--- src/rtl/gsu_mem_pkg.sv ---
// Shared types and defaults for the GSU memory responder.
// Latency: n/a (types, constants and a byte-lane helper only).
// Backpressure: n/a.
package gsu_mem_pkg;

    localparam int unsigned       ROM_AW_DEF     = 23;
    localparam int unsigned       RAM_AW_DEF     = 20;
    localparam logic [22:0]       BSRAM_BASE_DEF = 23'h600000;

    // SDRAM handshake sequencer states
    typedef enum logic [1:0] {
        IDLE  = 2'd0,
        REQ   = 2'd1,
        REL   = 2'd2,
        DRAIN = 2'd3
    } state_t;

    // Which requester currently owns the SDRAM channel
    typedef enum logic [1:0] {
        CH_ROM   = 2'd0,
        CH_RAMRD = 2'd1,
        CH_RAMWR = 2'd2
    } chan_t;

    // Pick one byte lane out of a 16-bit SDRAM word
    function automatic logic [7:0] byte_sel(input logic [15:0] w, input logic hi);
        return hi ? w[15:8] : w[7:0];
    endfunction

endpackage

--- src/rtl/gsu_mem_responder_if.sv ---
// Mapper-side and SDRAM-side signal bundle of the GSU memory responder.
// Latency: n/a (wiring only).
// Backpressure: SDRAM side uses a 4-phase req/ack level handshake.
interface gsu_mem_responder_if #(
    parameter int unsigned ROM_AW = 23,
    parameter int unsigned RAM_AW = 20
);
    logic              clkref;
    logic [ROM_AW-1:0] rom_addr;
    logic              rom_ce_n;
    logic              rom_oe_n;
    logic              rom_word;
    logic [15:0]       rom_q;
    logic [RAM_AW-1:0] bsram_addr;
    logic [7:0]        bsram_d;
    logic              bsram_ce_n;
    logic              bsram_oe_n;
    logic              bsram_we_n;
    logic [7:0]        bsram_q;
    logic              sd_req;
    logic              sd_ack;
    logic [ROM_AW-1:0] sd_addr;
    logic              sd_we;
    logic [1:0]        sd_be;
    logic [7:0]        sd_din;
    logic [15:0]       sd_dout;
    logic              busy;

    // Environment view: mapper strobes and SDRAM controller responses
    modport master (
        output clkref, rom_addr, rom_ce_n, rom_oe_n, rom_word,
               bsram_addr, bsram_d, bsram_ce_n, bsram_oe_n, bsram_we_n,
               sd_ack, sd_dout,
        input  rom_q, bsram_q, sd_req, sd_addr, sd_we, sd_be, sd_din, busy
    );

    // Responder view
    modport slave (
        input  clkref, rom_addr, rom_ce_n, rom_oe_n, rom_word,
               bsram_addr, bsram_d, bsram_ce_n, bsram_oe_n, bsram_we_n,
               sd_ack, sd_dout,
        output rom_q, bsram_q, sd_req, sd_addr, sd_we, sd_be, sd_din, busy
    );

endinterface

--- src/rtl/gsu_mem_edge_det.sv ---
// Falling-edge detector for an active-low strobe.
// Latency: fell is combinational against a one-cycle registered copy.
// Backpressure: none.
module gsu_mem_edge_det (
    input  logic clk,
    input  logic rst,
    input  logic strobe_n,
    output logic fell
);

    logic strobe_q;

    // Keep last cycle's strobe level; idle level is high
    always_ff @(posedge clk) begin
        if (rst) strobe_q <= 1'b1;
        else     strobe_q <= strobe_n;
    end

    assign fell = strobe_q & ~strobe_n;

endmodule

--- src/rtl/gsu_mem_responder.sv ---
// Serves the mapper ROM read port and BSRAM read/write port from one SDRAM channel.
// Latency: launch on first CLKREF slot after a flag sets; data valid the cycle after SD_ACK rises.
// Backpressure: requests queue as pending flags until the 4-phase req/ack handshake completes.
module gsu_mem_responder
    import gsu_mem_pkg::*;
#(
    parameter int unsigned       ROM_AW     = ROM_AW_DEF,
    parameter int unsigned       RAM_AW     = RAM_AW_DEF,
    parameter logic [ROM_AW-1:0] BSRAM_BASE = ROM_AW'(BSRAM_BASE_DEF)
) (
    input logic                clk,
    input logic                rst,
    gsu_mem_responder_if.slave bus
);

    state_t            state;
    chan_t             gnt;

    logic              rom_pend, rd_pend, wr_pend;
    logic [ROM_AW-1:1] rom_lat;
    logic [RAM_AW-1:0] rd_lat;
    logic [RAM_AW-1:0] wr_lat;
    logic [7:0]        wr_dat;

    logic [ROM_AW-1:1] tag;
    logic              tag_vld;
    logic [15:0]       rom_buf;
    logic [7:0]        bsram_q_r;

    logic              sd_req_r;
    logic [ROM_AW-1:0] sd_addr_r;
    logic              sd_we_r;
    logic [1:0]        sd_be_r;
    logic [7:0]        sd_din_r;

    logic              rom_fell, rd_fell, wr_fell;
    logic              rom_access, rom_hit, rom_same, rom_inflight;
    logic              rom_set, rd_set, wr_set;
    logic              any_pend;

    function automatic logic [ROM_AW-1:0] ram_map(input logic [RAM_AW-1:0] a);
        return BSRAM_BASE + ROM_AW'(a);
    endfunction

    gsu_mem_edge_det u_rom_oe (.clk(clk), .rst(rst), .strobe_n(bus.rom_oe_n),   .fell(rom_fell));
    gsu_mem_edge_det u_ram_oe (.clk(clk), .rst(rst), .strobe_n(bus.bsram_oe_n), .fell(rd_fell));
    gsu_mem_edge_det u_ram_we (.clk(clk), .rst(rst), .strobe_n(bus.bsram_we_n), .fell(wr_fell));

    // New-access detection for the three channels
    always_comb begin
        rom_access   = !bus.rom_ce_n && !bus.rom_oe_n;
        rom_hit      = tag_vld && (bus.rom_addr[ROM_AW-1:1] == tag);
        rom_same     = (rom_lat == bus.rom_addr[ROM_AW-1:1]);
        rom_inflight = ((state == REQ) || (state == REL)) && (gnt == CH_ROM);
        // ROM is level-sensitive: a miss on the word already queued or being fetched
        // must not re-arm the flag, otherwise the ack cycle would trigger a repeat fetch.
        rom_set      = rom_access && !rom_hit &&
                       !(rom_same && (rom_inflight || (rom_pend && !rom_fell)));
        rd_set       = !bus.bsram_ce_n && !bus.bsram_oe_n &&
                       (rd_fell || (bus.bsram_addr != rd_lat));
        wr_set       = wr_fell && !bus.bsram_ce_n;
        any_pend     = rom_pend || rd_pend || wr_pend;
    end

    // ROM data is served straight from the one-word buffer
    always_comb begin
        bus.rom_q = rom_buf;
        if (!bus.rom_word) bus.rom_q = {8'h00, byte_sel(rom_buf, bus.rom_addr[0])};
    end

    assign bus.bsram_q = bsram_q_r;
    assign bus.sd_req  = sd_req_r;
    assign bus.sd_addr = sd_addr_r;
    assign bus.sd_we   = sd_we_r;
    assign bus.sd_be   = sd_be_r;
    assign bus.sd_din  = sd_din_r;
    // DRAIN is entered while reset is still held, so reset masks the state term
    assign bus.busy    = !rst && (any_pend || (state != IDLE));

    // Pending flags, arbitration and the SDRAM req/ack sequencer
    always_ff @(posedge clk) begin
        if (rst) begin
            state     <= bus.sd_ack ? DRAIN : IDLE;
            gnt       <= CH_ROM;
            rom_pend  <= 1'b0;
            rd_pend   <= 1'b0;
            wr_pend   <= 1'b0;
            rom_lat   <= '0;
            rd_lat    <= '0;
            wr_lat    <= '0;
            wr_dat    <= '0;
            tag       <= '0;
            tag_vld   <= 1'b0;
            rom_buf   <= '0;
            bsram_q_r <= '0;
            sd_req_r  <= 1'b0;
            sd_addr_r <= '0;
            sd_we_r   <= 1'b0;
            sd_be_r   <= 2'b00;
            sd_din_r  <= '0;
        end else begin
            if (rom_set) begin
                rom_pend <= 1'b1;
                rom_lat  <= bus.rom_addr[ROM_AW-1:1];
            end
            if (rd_set) begin
                rd_pend <= 1'b1;
                rd_lat  <= bus.bsram_addr;
            end
            if (wr_set) begin
                wr_pend <= 1'b1;
                wr_lat  <= bus.bsram_addr;
                wr_dat  <= bus.bsram_d;
            end

            case (state)
                IDLE: begin
                    if (any_pend && bus.clkref) begin
                        state    <= REQ;
                        sd_req_r <= 1'b1;
                        if (wr_pend) begin
                            gnt       <= CH_RAMWR;
                            sd_addr_r <= ram_map(wr_lat);
                            sd_we_r   <= 1'b1;
                            sd_be_r   <= wr_lat[0] ? 2'b10 : 2'b01;
                            sd_din_r  <= wr_dat;
                        end else if (rd_pend) begin
                            gnt       <= CH_RAMRD;
                            sd_addr_r <= ram_map(rd_lat);
                            sd_we_r   <= 1'b0;
                            sd_be_r   <= rd_lat[0] ? 2'b10 : 2'b01;
                        end else begin
                            gnt       <= CH_ROM;
                            sd_addr_r <= {rom_lat, 1'b0};
                            sd_we_r   <= 1'b0;
                            sd_be_r   <= 2'b11;
                        end
                    end
                end
                REQ: begin
                    if (bus.sd_ack) begin
                        sd_req_r <= 1'b0;
                        state    <= REL;
                        // A fresh event arriving in the ack cycle keeps its flag set
                        case (gnt)
                            CH_ROM: begin
                                rom_buf <= bus.sd_dout;
                                tag     <= sd_addr_r[ROM_AW-1:1];
                                tag_vld <= 1'b1;
                                if (!rom_set) rom_pend <= 1'b0;
                            end
                            CH_RAMRD: begin
                                bsram_q_r <= byte_sel(bus.sd_dout, sd_be_r[1]);
                                if (!rd_set) rd_pend <= 1'b0;
                            end
                            CH_RAMWR: begin
                                if (sd_addr_r[ROM_AW-1:1] == tag) tag_vld <= 1'b0;
                                if (!wr_set) wr_pend <= 1'b0;
                            end
                            default: ;
                        endcase
                    end
                end
                REL: begin
                    if (!bus.sd_ack) state <= IDLE;
                end
                DRAIN: begin
                    if (!bus.sd_ack) state <= IDLE;
                end
                default: state <= IDLE;
            endcase
        end
    end

endmodule

--- src/flat_wrapper.sv ---
// flat-port wrapper written by rule: the top's interface ports become plain ports
module gsu_mem_responder_flat import gsu_mem_pkg::*;
#(
    parameter int unsigned       ROM_AW     = ROM_AW_DEF,
    parameter int unsigned       RAM_AW     = RAM_AW_DEF,
    parameter logic [ROM_AW-1:0] BSRAM_BASE = ROM_AW'(BSRAM_BASE_DEF)
)
  (clk, rst, bus_clkref, bus_rom_addr, bus_rom_ce_n, bus_rom_oe_n, bus_rom_word, bus_bsram_addr, bus_bsram_d, bus_bsram_ce_n, bus_bsram_oe_n, bus_bsram_we_n, bus_sd_ack, bus_sd_dout, bus_rom_q, bus_bsram_q, bus_sd_req, bus_sd_addr, bus_sd_we, bus_sd_be, bus_sd_din, bus_busy);
  gsu_mem_responder_if #(.ROM_AW(ROM_AW), .RAM_AW(RAM_AW)) bus_i ();
  input logic clk;
  input logic rst;
  input wire logic [$bits(bus_i.clkref)-1:0] bus_clkref;
  input wire logic [$bits(bus_i.rom_addr)-1:0] bus_rom_addr;
  input wire logic [$bits(bus_i.rom_ce_n)-1:0] bus_rom_ce_n;
  input wire logic [$bits(bus_i.rom_oe_n)-1:0] bus_rom_oe_n;
  input wire logic [$bits(bus_i.rom_word)-1:0] bus_rom_word;
  input wire logic [$bits(bus_i.bsram_addr)-1:0] bus_bsram_addr;
  input wire logic [$bits(bus_i.bsram_d)-1:0] bus_bsram_d;
  input wire logic [$bits(bus_i.bsram_ce_n)-1:0] bus_bsram_ce_n;
  input wire logic [$bits(bus_i.bsram_oe_n)-1:0] bus_bsram_oe_n;
  input wire logic [$bits(bus_i.bsram_we_n)-1:0] bus_bsram_we_n;
  input wire logic [$bits(bus_i.sd_ack)-1:0] bus_sd_ack;
  input wire logic [$bits(bus_i.sd_dout)-1:0] bus_sd_dout;
  output wire logic [$bits(bus_i.rom_q)-1:0] bus_rom_q;
  output wire logic [$bits(bus_i.bsram_q)-1:0] bus_bsram_q;
  output wire logic [$bits(bus_i.sd_req)-1:0] bus_sd_req;
  output wire logic [$bits(bus_i.sd_addr)-1:0] bus_sd_addr;
  output wire logic [$bits(bus_i.sd_we)-1:0] bus_sd_we;
  output wire logic [$bits(bus_i.sd_be)-1:0] bus_sd_be;
  output wire logic [$bits(bus_i.sd_din)-1:0] bus_sd_din;
  output wire logic [$bits(bus_i.busy)-1:0] bus_busy;
  assign bus_i.clkref = bus_clkref;
  assign bus_i.rom_addr = bus_rom_addr;
  assign bus_i.rom_ce_n = bus_rom_ce_n;
  assign bus_i.rom_oe_n = bus_rom_oe_n;
  assign bus_i.rom_word = bus_rom_word;
  assign bus_i.bsram_addr = bus_bsram_addr;
  assign bus_i.bsram_d = bus_bsram_d;
  assign bus_i.bsram_ce_n = bus_bsram_ce_n;
  assign bus_i.bsram_oe_n = bus_bsram_oe_n;
  assign bus_i.bsram_we_n = bus_bsram_we_n;
  assign bus_i.sd_ack = bus_sd_ack;
  assign bus_i.sd_dout = bus_sd_dout;
  assign bus_rom_q = bus_i.rom_q;
  assign bus_bsram_q = bus_i.bsram_q;
  assign bus_sd_req = bus_i.sd_req;
  assign bus_sd_addr = bus_i.sd_addr;
  assign bus_sd_we = bus_i.sd_we;
  assign bus_sd_be = bus_i.sd_be;
  assign bus_sd_din = bus_i.sd_din;
  assign bus_busy = bus_i.busy;
  gsu_mem_responder #(.ROM_AW(ROM_AW), .RAM_AW(RAM_AW), .BSRAM_BASE(BSRAM_BASE)) u_core (.clk(clk), .rst(rst), .bus(bus_i));
endmodule
--- config.mk ---
export PLATFORM = sky130hd
export DESIGN_NAME = gsu_mem_responder_flat
export DESIGN_NICKNAME = d
export VERILOG_FILES = /design/src/rtl/gsu_mem_pkg.sv /design/src/rtl/gsu_mem_responder_if.sv /design/src/rtl/gsu_mem_edge_det.sv /design/src/rtl/gsu_mem_responder.sv /design/src/flat_wrapper.sv
export SDC_FILE = /design/constraint.sdc
export NUM_CORES = 1
export LEC_CHECK = 0
export CAP_MARGIN = 20
export CELL_PAD_IN_SITES_DETAIL_PLACEMENT = 1
export CELL_PAD_IN_SITES_GLOBAL_PLACEMENT = 1
export CORE_ASPECT_RATIO = 0.75
export CORE_MARGIN = 2
export CORE_UTILIZATION = 42
export DETAILED_ROUTE_END_ITERATION = 7
export HOLD_SLACK_MARGIN = 0.02
export PLACE_DENSITY_LB_ADDON = 0.1
export SLEW_MARGIN = 20
export SYNTH_ARGS = -nofsm -noshare
export SYNTH_HDL_FRONTEND = slang
export SYNTH_SLANG_ARGS = --single-unit
--- constraint.sdc ---
create_clock -name clk -period 4.9 [get_ports clk]
set_input_delay 1.47 -clock clk [delete_from_list [all_inputs] [get_ports clk]]
set_output_delay 1.47 -clock clk [all_outputs]
set_load 0.02 [all_outputs]
Word-level counts from Yosys, hierarchy flattened:

Index checks and enable logic that the tools add are counted.
W data, S select, Z words.

* mux-type cells: 38
* equality and inequality tests: 15
* bitwise gates (word level): 6
* $add $sub $neg: 2
* reductions and logical operators: 39

Operator list (number)
* $eq A22 B22 Y1: 3
* $add A22 B21 Y23 const A: 2
* $mux W23: 2
* $mux W1: 20
* $mux W2: 10
* $ne A20 B20 Y1: 1
* $mux W16: 1
* $mux W8: 2
* $reduce_and A3 Y1: 5
* $logic_and A1 B1 Y1: 12
* $logic_not A1 Y1: 8
* $eq A2 B2 Y1 const B: 3
* $logic_or A1 B1 Y1: 6
* $ne A3 B3 Y1 const B: 2
* $pmux W2 S3: 1
* $reduce_bool A2 Y1: 3
* $eq A2 B1 Y1 const B: 2
* $logic_not A2 Y1: 2
* $ne A2 B1 Y1 const B: 2
* $pmux W1 S2: 2
* $reduce_and A4 Y1: 1
* $and A1 B1 Y1: 3
* $ne A3 B2 Y1 const B: 1
* $not A1 Y1: 3
* 3 further kinds: 3

* word-level logic and storage cells: 121
* output and inout bits: 60
* bits of input ports: 77
* bits in registers: 162

Logic depth before layout (Yosys ltp):

* word-level depth: 13
* mapped depth: 8
* depth with buffers taken out: 8

Hierarchy:

A second synthesis with hierarchy kept.

* cell total of the unflattened synthesis: 896
* area, all modules: 7542.2 um^2

By module, submodules not included
* gsu_mem_responder: sequential area each 3183.1 um^2, cells an instance 887, times used 1, area an instance 7437.1 um^2
* gsu_mem_edge_det: sequential area each 20.0 um^2, cells an instance 3, times used 3, area an instance 35.0 um^2

Worst setup path before layout:

No wires, ideal clock.

* kind: input-to-output
* from: input bus_rom_addr[0]
* to: output bus_rom_q[0]
* data required time: 3430 ps
* cell stages on the path: 3
* arrival: 2280 ps
* setup slack: 1150 ps
* path buffers: 1
* path through: nor2b_1 clkbuf_1 mux2_2

* longest elaborated chain between the ends: 2

RTL lines
* start, declared: line flat_wrapper.sv:13 `input wire logic [$bits(bus_i.rom_addr)-1:0] bus_rom_addr;`
* $mux W8: line gsu_mem_pkg.sv:27 `return hi ? w[15:8] : w[7:0];`
* $mux W16: line gsu_mem_responder.sv:68 `if (!bus.rom_word) bus.rom_q = {8'h00, byte_sel(rom_buf, bus.rom_addr[0])};`
* end, declared: line flat_wrapper.sv:24 `output wire logic [$bits(bus_i.rom_q)-1:0] bus_rom_q;`

No other way between the ends.

Worst setup path after layout:

* from: input bus_rom_addr[0]
* to: output bus_rom_q[4]

Same word-level chain as after synthesis.

==> results.yml <==
synthesis:
  ys_ff_latch: 161
  synthCells: 897
  syn_avg_cell_area_sq_um: 8.37
  ys_warn_count: 0
  synthDistinctLibCells: 40
  syn_nets: 979
  yosysSeqAreaShare_pct: 43.2
  synth_area_leaders: "dfxtp_1 42%, nand2_1 11%, mux2i_1 9.2%"
  synth_top_cell_by_area: "dfxtp_1"
  synth_top_area_share_pct: 42.4
  synthesis.area_sq_mm: 0.00751
critical_path:
  path_cells: "clkdlybuf4s50_1 > nor2b_1 > buf_4 > mux2_2 > clkdlybuf4s50_1"
  end_kind: "output port"
  max_stage_delay_ns: 0.55
  reg2regPathDepth: 6
  cp_max_fo: 8
  critPathTopFamily: "buffers and inverters"
  cp.depth: 5
  reg2reg_from: "u_core.state[1]"
  cp.arrival_ns: 3.17
  reg2reg_to: "u_core.bus.bsram_q[7]"
  crit_path_end: "bus_rom_q[4]"
  critPathKind: "in -> out"
  critical_path_required_ns: 3.43
  slowest_stage: "clkdlybuf4s50_1"
  cp-startpoint: "bus_rom_addr[0]"
  critPathLaunchType: "input pin"
  r2r_setup_slack_ns: 2.57
  path_common_cell: "clkdlybuf4s50_1"
  critPathBufInv: 3
global_route:
  grt_remaining_overflow: 0
  antenna_found_initial: 0
  grt_pass1_vias: 6462
  track_usage_pct: 25.1
  grt_start_max_net_pins: 89
  grt_first_pass_wirelength_microns: 36100
placed_design:
  post-dp-hpwl_microns: 16100
  io_buffers: 136
  gp_congestion: 0.823
  dpl_cell_area_sq_mm: 0.00906
status:
  outcome: "finished, final reports clean"
routing:
  wl_microns: 22900
  drt_first_pass_iters: 5
  wl_per_cell_microns: 18.1
  via_per_inst: 5.12
  ant_nets: 0
  drt-initial-drc-count: 475
  vias: 6480
  drc: 0
sta:
  setup-violations-final: 0
  worst_pin_slew_ns: 1.02
  slew_headroom_pct: 31.8
  finalClockSkew_ns: 0.0120
  layout_min_cycle_time_ns: 4.64
  slew_violations: 0
  tns_ns: 0
  fmax_mhz: 216
  fin_crit_sh_pct: 94.7
  rsz0062_at_grt: "false"
  hold_viol: 0
clocking:
  cts_made_buffers: 17
  root_buffer: "clkbuf_16"
  post-cts-setup-buffer-count: 0
  cts_resized: 0
  cts.hold.buffers_added: 0
  clk_path_buf_depth: 2
  cts_sinks: 161
  path_clk_slew_ns: 0.07
  htree_levels: 4
  tritoncts: "yes"
  clkLatencyLatePin_ns: 0.44
final_layout:
  syn_to_final_growth_pct: 28.6
  drive_gt1_share_pct: 6.65
  num-nets-final: 1092
  diodes: 0
  final_common_cell: "nand2_1"
  fillers: 2142
  final_cell_mix: "220 x nand2_1, 159 x dfxtp_1, 135 x clkdlybuf4s50_1"
  final_area_sq_mm: 0.00965
floorplanning:
  die-area_sq_mm: 0.0190
  die_h_microns: 120
  start_util_pct: 42.8
  io_pins: 137
  core_sq_mm: 0.0176
  fp-row-count: 42
  die_width_microns: 158
power_and_ir_drop:
  p_leak_uw: 0.00363
  power_density_mw_per_mm2: 332
  vdd_ir_drop_max_mv: 0.204
  p_total_uw: 3210
hold_path:
  hp-class: "reg -> reg"
  min_path_cells: 2
run:
  drv_cap: 0
## synth_stat cells (all sizes together)
library cell	n
o41ai	2
dfxtp	159
a21oi	104
or3b	1
nand4	9
o21ba	1
a211oi	8
nor2	43
nor4	19
o21ai	23
mux2	8
nand2b	46
and2	9
xor2	61
inv	6
and3	1
ha	5
o211ai	1
edfxtp	2
o31ai	1
nand3b	1
a21o	2
or3	1
nand2	220
nand3	1
xnor2	25
a22oi	1
buf	10
nor3b	2
mux2i	69
or2	4
nor3	5
clkbuf	46
nor2b	1
## state kept, by name, indices dropped and copies added, names as in the netlist, 8 cells and up
register	cells
u_core.bus.sd_addr	23
u_core.rom_lat	22
u_core.tag	22
u_core.rd_lat	20
u_core.wr_lat	20
u_core.rom_buf	16
u_core.bus.bsram_q	8
u_core.bus.sd_din	8
u_core.wr_dat	8
## report_power, final
| part | leakage, uW | switching, uW | internal [uW] | total (uW) |
|---|---|---|---|---|
| combinational | 0.00203 | 246 | 193 | 439 |
| clock | 0.000288 | 584 | 771 | 1350 |
| sequential | 0.00131 | 48.2 | 1360 | 1410 |
| total | 0.00363 | 878 | 2330 | 3210 |
## area by class of cell
class / instances / area [sq um] / area share (%)
multi-input cells: 674 / 4030 / 41.7
flip-flops and latches: 161 / 3240 / 33.6
repair buffers: 150 / 1460 / 15.2
clock buffers: 18 / 439 / 4.55
well taps: 242 / 303 / 3.14
clock inverters: 14 / 155 / 1.61
inverters: 6 / 22.5 / 0.233
## cell families after synthesis
group | after synthesis | share of synthesized area (%)
compound gates | 143 | 10.4
xor+xnor | 86 | 10.0
fa+ha+maj | 5 | 0.833
buf+inv | 62 | 3.47
flops | 161 | 43.2
mux | 77 | 10.4
simple gates | 363 | 21.7
## per-stage QoR
step / utilization [%] / std cells / worst slack, ns / hold slack (ns)
2_1_floorplan: - / 897 / 1.15 / 0.432
3_3_place_gp: 51.6 / 1233 / 0.316 / 0.441
3_5_place_dp: 51.6 / 1233 / 0.238 / 0.447
4_1_cts: 55.0 / 1265 / 0.230 / 0.458
5_1_grt: 55.0 / 1265 / 0.145 / 0.466
6_report: 55.0 / 1265 / 0.260 / 0.454
## worst min-delay path, cell delays in order, from the launching register on
cell and delay, ns:
dfxtp_1 0.31, nand2_1 0.05, a21oi_1 0.05
## how the worst min path moves through the flow
stage / startpoint / end
6_report: u_core.wr_dat[1] / u_core.bus.sd_din[1]
3_3_place_gp: u_core.wr_dat[3] / u_core.bus.sd_din[3]
3_5_place_dp: u_core.wr_dat[5] / u_core.bus.sd_din[5]
5_1_grt: u_core.wr_dat[1] / u_core.bus.sd_din[1]
2_1_floorplan: u_core.wr_dat[0] / u_core.bus.sd_din[0]
4_1_cts: u_core.wr_dat[5] / u_core.bus.sd_din[5]
## per-layer routing
| layer | track usage (%) | part of all wire (%) | up-vias |
|---|---|---|---|
| li1 | - | - | 3202 |
| met1 | 38.4 | 52 | 3127 |
| met2 | 36.8 | 43 | 139 |
| met3 | 4.62 | 4.7 | 12 |
| met4 | 4.95 | 0.75 | 0 |
| met5 | 0 | 0 | - |
Power figures use the tool's default switching activity.
